### src/rtl/debug_ram_pkg.sv
// Shared definitions for the debug RAM write engine and the hex-grid viewer.
// Holds the default RAM geometry, the row/column split of an address
// (addr = {row, col}: 64 rows of 16 bytes) and the writer state type.
package debug_ram_pkg;

  localparam int unsigned DEBUG_RAM_ADDR_W = 10;
  localparam int unsigned DEBUG_RAM_DATA_W = 8;
  localparam int unsigned DEBUG_RAM_DEPTH  = 1 << DEBUG_RAM_ADDR_W;

  localparam int unsigned DEBUG_RAM_ROW_W  = 6;
  localparam int unsigned DEBUG_RAM_COL_W  = 4;

  typedef enum logic [1:0] {
    ST_IDLE  = 2'd0,
    ST_CLEAR = 2'd1,
    ST_FULL  = 2'd2
  } wr_state_e;

endpackage

### src/rtl/debug_ram_writer.sv
// debug_ram_writer: write-side engine for the debug RAM (port A).
// Stores a valid/ready byte stream at consecutive addresses, supports
// repositioning the write pointer and a full-RAM zero fill.
//
// Ports:
//   clk, rst          clock; asynchronous active-high reset
//   in_valid/in_ready/in_data   byte stream handshake (in_ready combinational)
//   set_addr_valid/set_addr     load the write pointer
//   clear_req                   start zero-fill of the whole RAM
//   ram_en_a/ram_addr_a/ram_data_a  registered RAM port A write strobe/addr/data
//   wr_ptr            next address to be written
//   wrapped           sticky: pointer has passed the last address
//   busy              clear in progress
//   clear_done        one-cycle pulse when the clear finishes
module debug_ram_writer
  import debug_ram_pkg::*;
#(
  parameter int unsigned ADDR_W         = DEBUG_RAM_ADDR_W,
  parameter int unsigned DATA_W         = DEBUG_RAM_DATA_W,
  parameter bit          STOP_WHEN_FULL = 1'b0
) (
  input  logic              clk,
  input  logic              rst,
  input  logic              in_valid,
  output logic              in_ready,
  input  logic [DATA_W-1:0] in_data,
  input  logic              set_addr_valid,
  input  logic [ADDR_W-1:0] set_addr,
  input  logic              clear_req,
  output logic              ram_en_a,
  output logic [ADDR_W-1:0] ram_addr_a,
  output logic [DATA_W-1:0] ram_data_a,
  output logic [ADDR_W-1:0] wr_ptr,
  output logic              wrapped,
  output logic              busy,
  output logic              clear_done
);

  localparam logic [ADDR_W-1:0] LAST_ADDR = '1;
  localparam logic [ADDR_W-1:0] ONE_ADDR  = ADDR_W'(1);

  wr_state_e         state, state_nxt;
  logic [ADDR_W-1:0] ptr_nxt;
  logic              wrapped_nxt;
  logic              busy_nxt;
  logic              done_nxt;
  logic              en_nxt;
  logic [ADDR_W-1:0] addr_nxt;
  logic [DATA_W-1:0] data_nxt;
  logic              accept;

  // Commands in flight block data in the same cycle.
  assign in_ready = (state == ST_IDLE) & ~clear_req & ~set_addr_valid;
  assign accept   = in_valid & in_ready;

  always_ff @(posedge clk or posedge rst) begin
    if (rst) begin
      state      <= ST_IDLE;
      wr_ptr     <= '0;
      wrapped    <= 1'b0;
      busy       <= 1'b0;
      clear_done <= 1'b0;
      ram_en_a   <= 1'b0;
      ram_addr_a <= '0;
      ram_data_a <= '0;
    end else begin
      state      <= state_nxt;
      wr_ptr     <= ptr_nxt;
      wrapped    <= wrapped_nxt;
      busy       <= busy_nxt;
      clear_done <= done_nxt;
      ram_en_a   <= en_nxt;
      ram_addr_a <= addr_nxt;
      ram_data_a <= data_nxt;
    end
  end

  always_comb begin
    state_nxt   = state;
    ptr_nxt     = wr_ptr;
    wrapped_nxt = wrapped;
    busy_nxt    = busy;
    done_nxt    = 1'b0;
    en_nxt      = 1'b0;
    addr_nxt    = ram_addr_a;
    data_nxt    = ram_data_a;

    unique case (state)
      ST_CLEAR: begin
        // During the clear wr_ptr runs one ahead of the address on the port;
        // the fill ends once the last address has been presented.
        if (ram_addr_a == LAST_ADDR) begin
          state_nxt   = ST_IDLE;
          ptr_nxt     = '0;
          wrapped_nxt = 1'b0;
          busy_nxt    = 1'b0;
          done_nxt    = 1'b1;
        end else begin
          en_nxt   = 1'b1;
          addr_nxt = wr_ptr;
          data_nxt = '0;
          ptr_nxt  = wr_ptr + ONE_ADDR;
        end
      end

      default: begin  // ST_IDLE, ST_FULL
        if (clear_req) begin
          state_nxt = ST_CLEAR;
          busy_nxt  = 1'b1;
          en_nxt    = 1'b1;
          addr_nxt  = '0;
          data_nxt  = '0;
          ptr_nxt   = ONE_ADDR;
        end else if (set_addr_valid) begin
          state_nxt = ST_IDLE;
          ptr_nxt   = set_addr;
        end else if (accept) begin
          en_nxt   = 1'b1;
          addr_nxt = wr_ptr;
          data_nxt = in_data;
          ptr_nxt  = wr_ptr + ONE_ADDR;
          if (wr_ptr == LAST_ADDR) begin
            wrapped_nxt = 1'b1;
            if (STOP_WHEN_FULL) state_nxt = ST_FULL;
          end
        end
      end
    endcase
  end

endmodule

### config.mk
export PLATFORM = sky130hd
export DESIGN_NAME = debug_ram_writer
export DESIGN_NICKNAME = d
export VERILOG_FILES = /design/src/rtl/debug_ram_pkg.sv /design/src/rtl/debug_ram_writer.sv
export SDC_FILE = /design/constraint.sdc
export NUM_CORES = 1
export LEC_CHECK = 0
export CAP_MARGIN = 20
export CORE_MARGIN = 3
export CORE_UTILIZATION = 34
export DETAILED_ROUTE_END_ITERATION = 7
export PLACE_DENSITY = 0.6
export SETUP_SLACK_MARGIN = 0.4
export SLEW_MARGIN = 5
export SYNTH_ARGS = -nofsm -noshare
export SYNTH_HDL_FRONTEND = slang
export SYNTH_SLANG_ARGS = --single-unit
### constraint.sdc
create_clock -name clk -period 2.3 [get_ports clk]
set_input_delay 0.23 -clock clk [delete_from_list [all_inputs] [get_ports clk]]
set_output_delay 0.23 -clock clk [all_outputs]
set_load 0.01 [all_outputs]
Yosys cells after proc, flatten, opt, wreduce, memory -nomap -nowiden
Cells that the tools add are included.

Bits in registers: 34. Bits in latches: 0. RAM bits: 0. ROM bits: 0. Bits of input ports: 23. Output and inout port bits: 33. Logic and storage cells: 67. Memories: 0.

Add/subtract/negate cells: 1. Multiply operators: 0. Divide/modulo/power cells: 0. Order comparisons: 0. Equality and inequality tests: 8. Shift operators: 0. Muxes and demuxes: 34. Bitwise logic cells: 5. Reduce and logical (&&, ||, !) cells: 11.

Operator list (count): $mux 10 (10); $mux 8 (5); $eq 10x10->1 const B (2); $mux 1 (15); $add 10x1->10 const B (1); $mux 2 (4); $reduce_bool 2->1 (3); $reduce_bool 3->1 (2); $reduce_and 5->1 (1); $ne 2x1->1 const B (2); $ne 2x2->1 const B (2); $reduce_and 2->1 (2); $reduce_bool 4->1 (1); $and 1x1->1 (3); $ne 3x1->1 const B (1); $reduce_and 3->1 (1); $eq 2x1->1 const B (1); $logic_not 2->1 (1); $not 1->1 (2).

Depth between registers and ports, before layout
Depth after elaboration: 8. Depth in mapped cells: 7. Gate-level depth less buffers: 5.

Worst setup path after synthesis
Ideal clock, no wire load.

Kind: register to register. Start point: register ram_addr_a[0]. End point: register ram_addr_a[1]. Library setup time: 0.124 ns. Arrival: 1.515 ns. Required time: 2.176 ns. Slack: 0.661 ns. Stages on the path, launching flop included: 8. Buffers on the path: 2. Clock period less this slack: 1.639 ns. Cell sequence: dfrtp_1 > nand4_1 > or4_4 > clkinv_2 > a21oi_2 > buf_6 > buf_6 > mux2i_1.

Cells in the longest elaborated chain, start to end: 3.

Ends and longest elaborated chain: from (decl) (RTL line debug_ram_writer.sv:31) `output logic [ADDR_W-1:0] ram_addr_a,`; from (signal assigned) (RTL line debug_ram_writer.sv:73) `ram_addr_a <= addr_nxt;`; $eq 10x10->1 (RTL line debug_ram_writer.sv:92) `if (ram_addr_a == LAST_ADDR) begin`; $ne 2x2->1 (no source line); $reduce_and 3->1 (no source line).

Every way passes these cells. A chain may end at the register's enable or synchronous reset.

Final worst setup path
Start point: input clear_req. End point: output in_ready.

Cells in the longest elaborated chain, start to end: 3.

Ends and longest elaborated chain: from (decl) (RTL line debug_ram_writer.sv:29) `input logic clear_req,`; $not 1->1 (RTL line debug_ram_writer.sv:53) `assign in_ready = (state == ST_IDLE) & ~clear_req & ~set_addr_valid;`; $and 1x1->1 (2 in a row) (RTL line debug_ram_writer.sv:53); to (decl) (RTL line debug_ram_writer.sv:25) `output logic in_ready,`.

Every way passes these cells.

==> run metrics <==
clock buffer count from CTS 5; commonest cells in the netlist dfrtp_1, nand2_1, nand3_1, inv_1, mux2i_1; CTS tree built; gr usage total 15.6%; Ports 56; gr ovfl total 0; synth-to-layout area growth 42.2%; # rows 25; Post-synth ARST share 100%; static leakage 0.00118 uW; residual antenna-violating net count after detailed routing 0; routability cong. 0.796; Least-Margin Pin Slew 0.430 ns; share of the synthesized area in the top cell type 47.3%; DP Worst Slack 0.367 ns; final net count 277; vias per cell 4.78; Avg WL per Cell 13.9 um; Clk pwr share 20.8%; die footprint 6030 um^2; Reg power frac 43.3%; worst path cell trace clkdlybuf4s50_1, nor3_2, clkdlybuf4s50_1; Slew Limit Fails 0; syn_nets 217; Max-slew headroom 71.3%; Hold WC Path Type input pin to async pin; layout cells sized above 1 7.91%; Seq cells post-synth 33; Worst EP required 2.07 ns; Post-synth EDFFs 0; post-synth top area cell dfrtp_1; most frequent cell after synthesis dfrtp_1; period utilization 79.4%; port buffer count 55; DRT Pass-1 Iters 4; setup ws final 0.473 ns; most used cell, CP clkdlybuf4s50_1; MaxCap Viol Count 0; Post-Synthesis Cells 193; CP max-delay cell clkdlybuf4s50_1; clk_skew 0.00659 ns; first-pass GRT wire length 7470 um; worst skew pair latency 0.28 ns; hold_buf cts 0; Initial Utilization 36.0%; WHS 0.344 ns; Crit. End Element primary output; CP max FO 7; P_int 1400 uW; Mapped Area 1750 um^2; Initial DRC Count 75; hpwl dp 3300 um; total chip power 2080 uW; top post-synthesis cells by area dfrtp_1, mux2i_1, nand2_1, nand3_1, inv_1; DRC errors left 0; RSZ-0062 raised after global routing no; final hold vios 0; initial antenna violation count 0; fmax 547 MHz; Non-Filler Instances 320; sw frac 32.8%; Synth cell types 34; Post-synth top flop dfrtp_1; average size of a mapped cell 9.04 um^2; post-layout min period 1.83 ns; clk slew on worst S/H paths 0.07 ns; crit start category input pin; core box area 4850 um^2; TNS Setup 0 ns; Max VDD drop 0.295 mV; CTS max path bufs 2; final wirelength 4440 um; diodes inserted 0; Worst EP arrival 1.60 ns; critical path's largest stage delay 0.59 ns; Ys Warns 0; critical path class input pin to primary output; clock sink total 33; DIE HEIGHT 77.7 um; status completed; vias in the first global route 1483; vias 1531; H-tree depth 2; power density cells 840 nW/um^2; dpl cells 312; Comb pwr share 35.9%; largest net degree at the start of global routing 34; CTS root buffer clkbuf_8; Setup-failing EPs final 0; Die W 77.7 um; sequential share of the synthesized area 47.3%; net switching power figure 685 uW
[placed cells by master (no fill, tap or decap), types with 2 or more instances in the layout]
cell / synthesis / final
a2bb2oi_1: 4 / 4
o211ai_1: 2 / 2
mux2i_1: 18 / 18
nor2_1: 6 / 6
o2bb2a_1: 2 / 2
and3_1: 2 / 2
nor3_1: 4 / 3
clkdlybuf4s50_1: 0 / 55
a32oi_1: 2 / 2
inv_1: 20 / 20
o21ai_0: 2 / 2
or3_1: 2 / 2
a21oi_1: 7 / 7
buf_4: 0 / 7
nand4_1: 2 / 2
clkbuf_8: 0 / 6
dfrtp_1: 33 / 32
nand2_1: 30 / 30
nand2b_1: 10 / 10
nand3_1: 21 / 21
o21a_1: 2 / 2
and2_1: 3 / 3
[path summary, 6_finish.rpt]
kind	from	to	slack [ns]	depth (start not counted)
max in group asynchronous	rst	state[0]	1.62	3
min reg2reg	busy	busy	0.48	2
min	rst	ram_en_a	0.34	3
min in group clk	busy	busy	0.48	2
max	clear_req	in_ready	0.47	3
max reg2reg	ram_addr_a[9]	ram_addr_a[9]	0.53	6
[sequential cells by signal, summed over array words and instances, names as in the netlist]
signal      flops
busy            1
clear_done      1
ram_addr_a     10
ram_data_a      8
ram_en_a        1
state           1
wr_ptr         10
wrapped         1
[critical path: cells and delay by family]
family / cells / cell delay [ns]
buffers and inverters: 2 / 1.12
AND/OR/NAND/NOR: 1 / 0.25
[logic make-up after synthesis]
logic type,synth area share (%)
simple gates,23.2
compound gates,10.5
buf+inv,7.88
flops,47.3
fa+ha+maj,0.717
mux,10.3
[through the flow]
stage	area (um^2)	utilization (%)
3_5_place_dp	2380	49.1
4_1_cts	2470	50.9
5_1_grt	2480	51.2
3_3_place_gp	2380	49.1
2_1_floorplan	1750	-
6_report	2480	51.2
[timing repair]
action                     in CTS  in global routing
pin swaps                       0                  1
gates cloned                    0                  0
buffers inserted                0                  1
gates resized for setup         1                  2
setup endpoints to repair       1                 19
[power groups by stage]
stage / combinational [uW] / clock, uW / sequential (uW)
after floorplan: 291 / 0 / 943
after global placement: 748 / 0 / 913
after detailed placement: 756 / 0 / 914
after CTS: 760 / 450 / 904
after global routing: 820 / 476 / 936
final: 748 / 434 / 903
[area by class of cell]
| cell class | instances | area [um^2] |
|---|---|---|
| Clock buffer | 7 | 86.3 |
| Fill cell | 478 | 2370 |
| Inverter | 22 | 83.8 |
| Multi-Input combinational cell | 128 | 787 |
| Sequential cell | 33 | 827 |
| Tap cell | 67 | 83.8 |
| Timing Repair Buffer | 63 | 614 |
[per-layer routing]
layer	part of all wire, %	routed length [um]	vias up	global-route usage (%)
met5	0	0	-	0
li1	-	-	778	-
met3	5.3	235	5	4.87
met1	49	2150	704	21.7
met2	45	2000	44	23.6
met4	0.99	44	0	3.74
(Power assumes the default switching activity.)
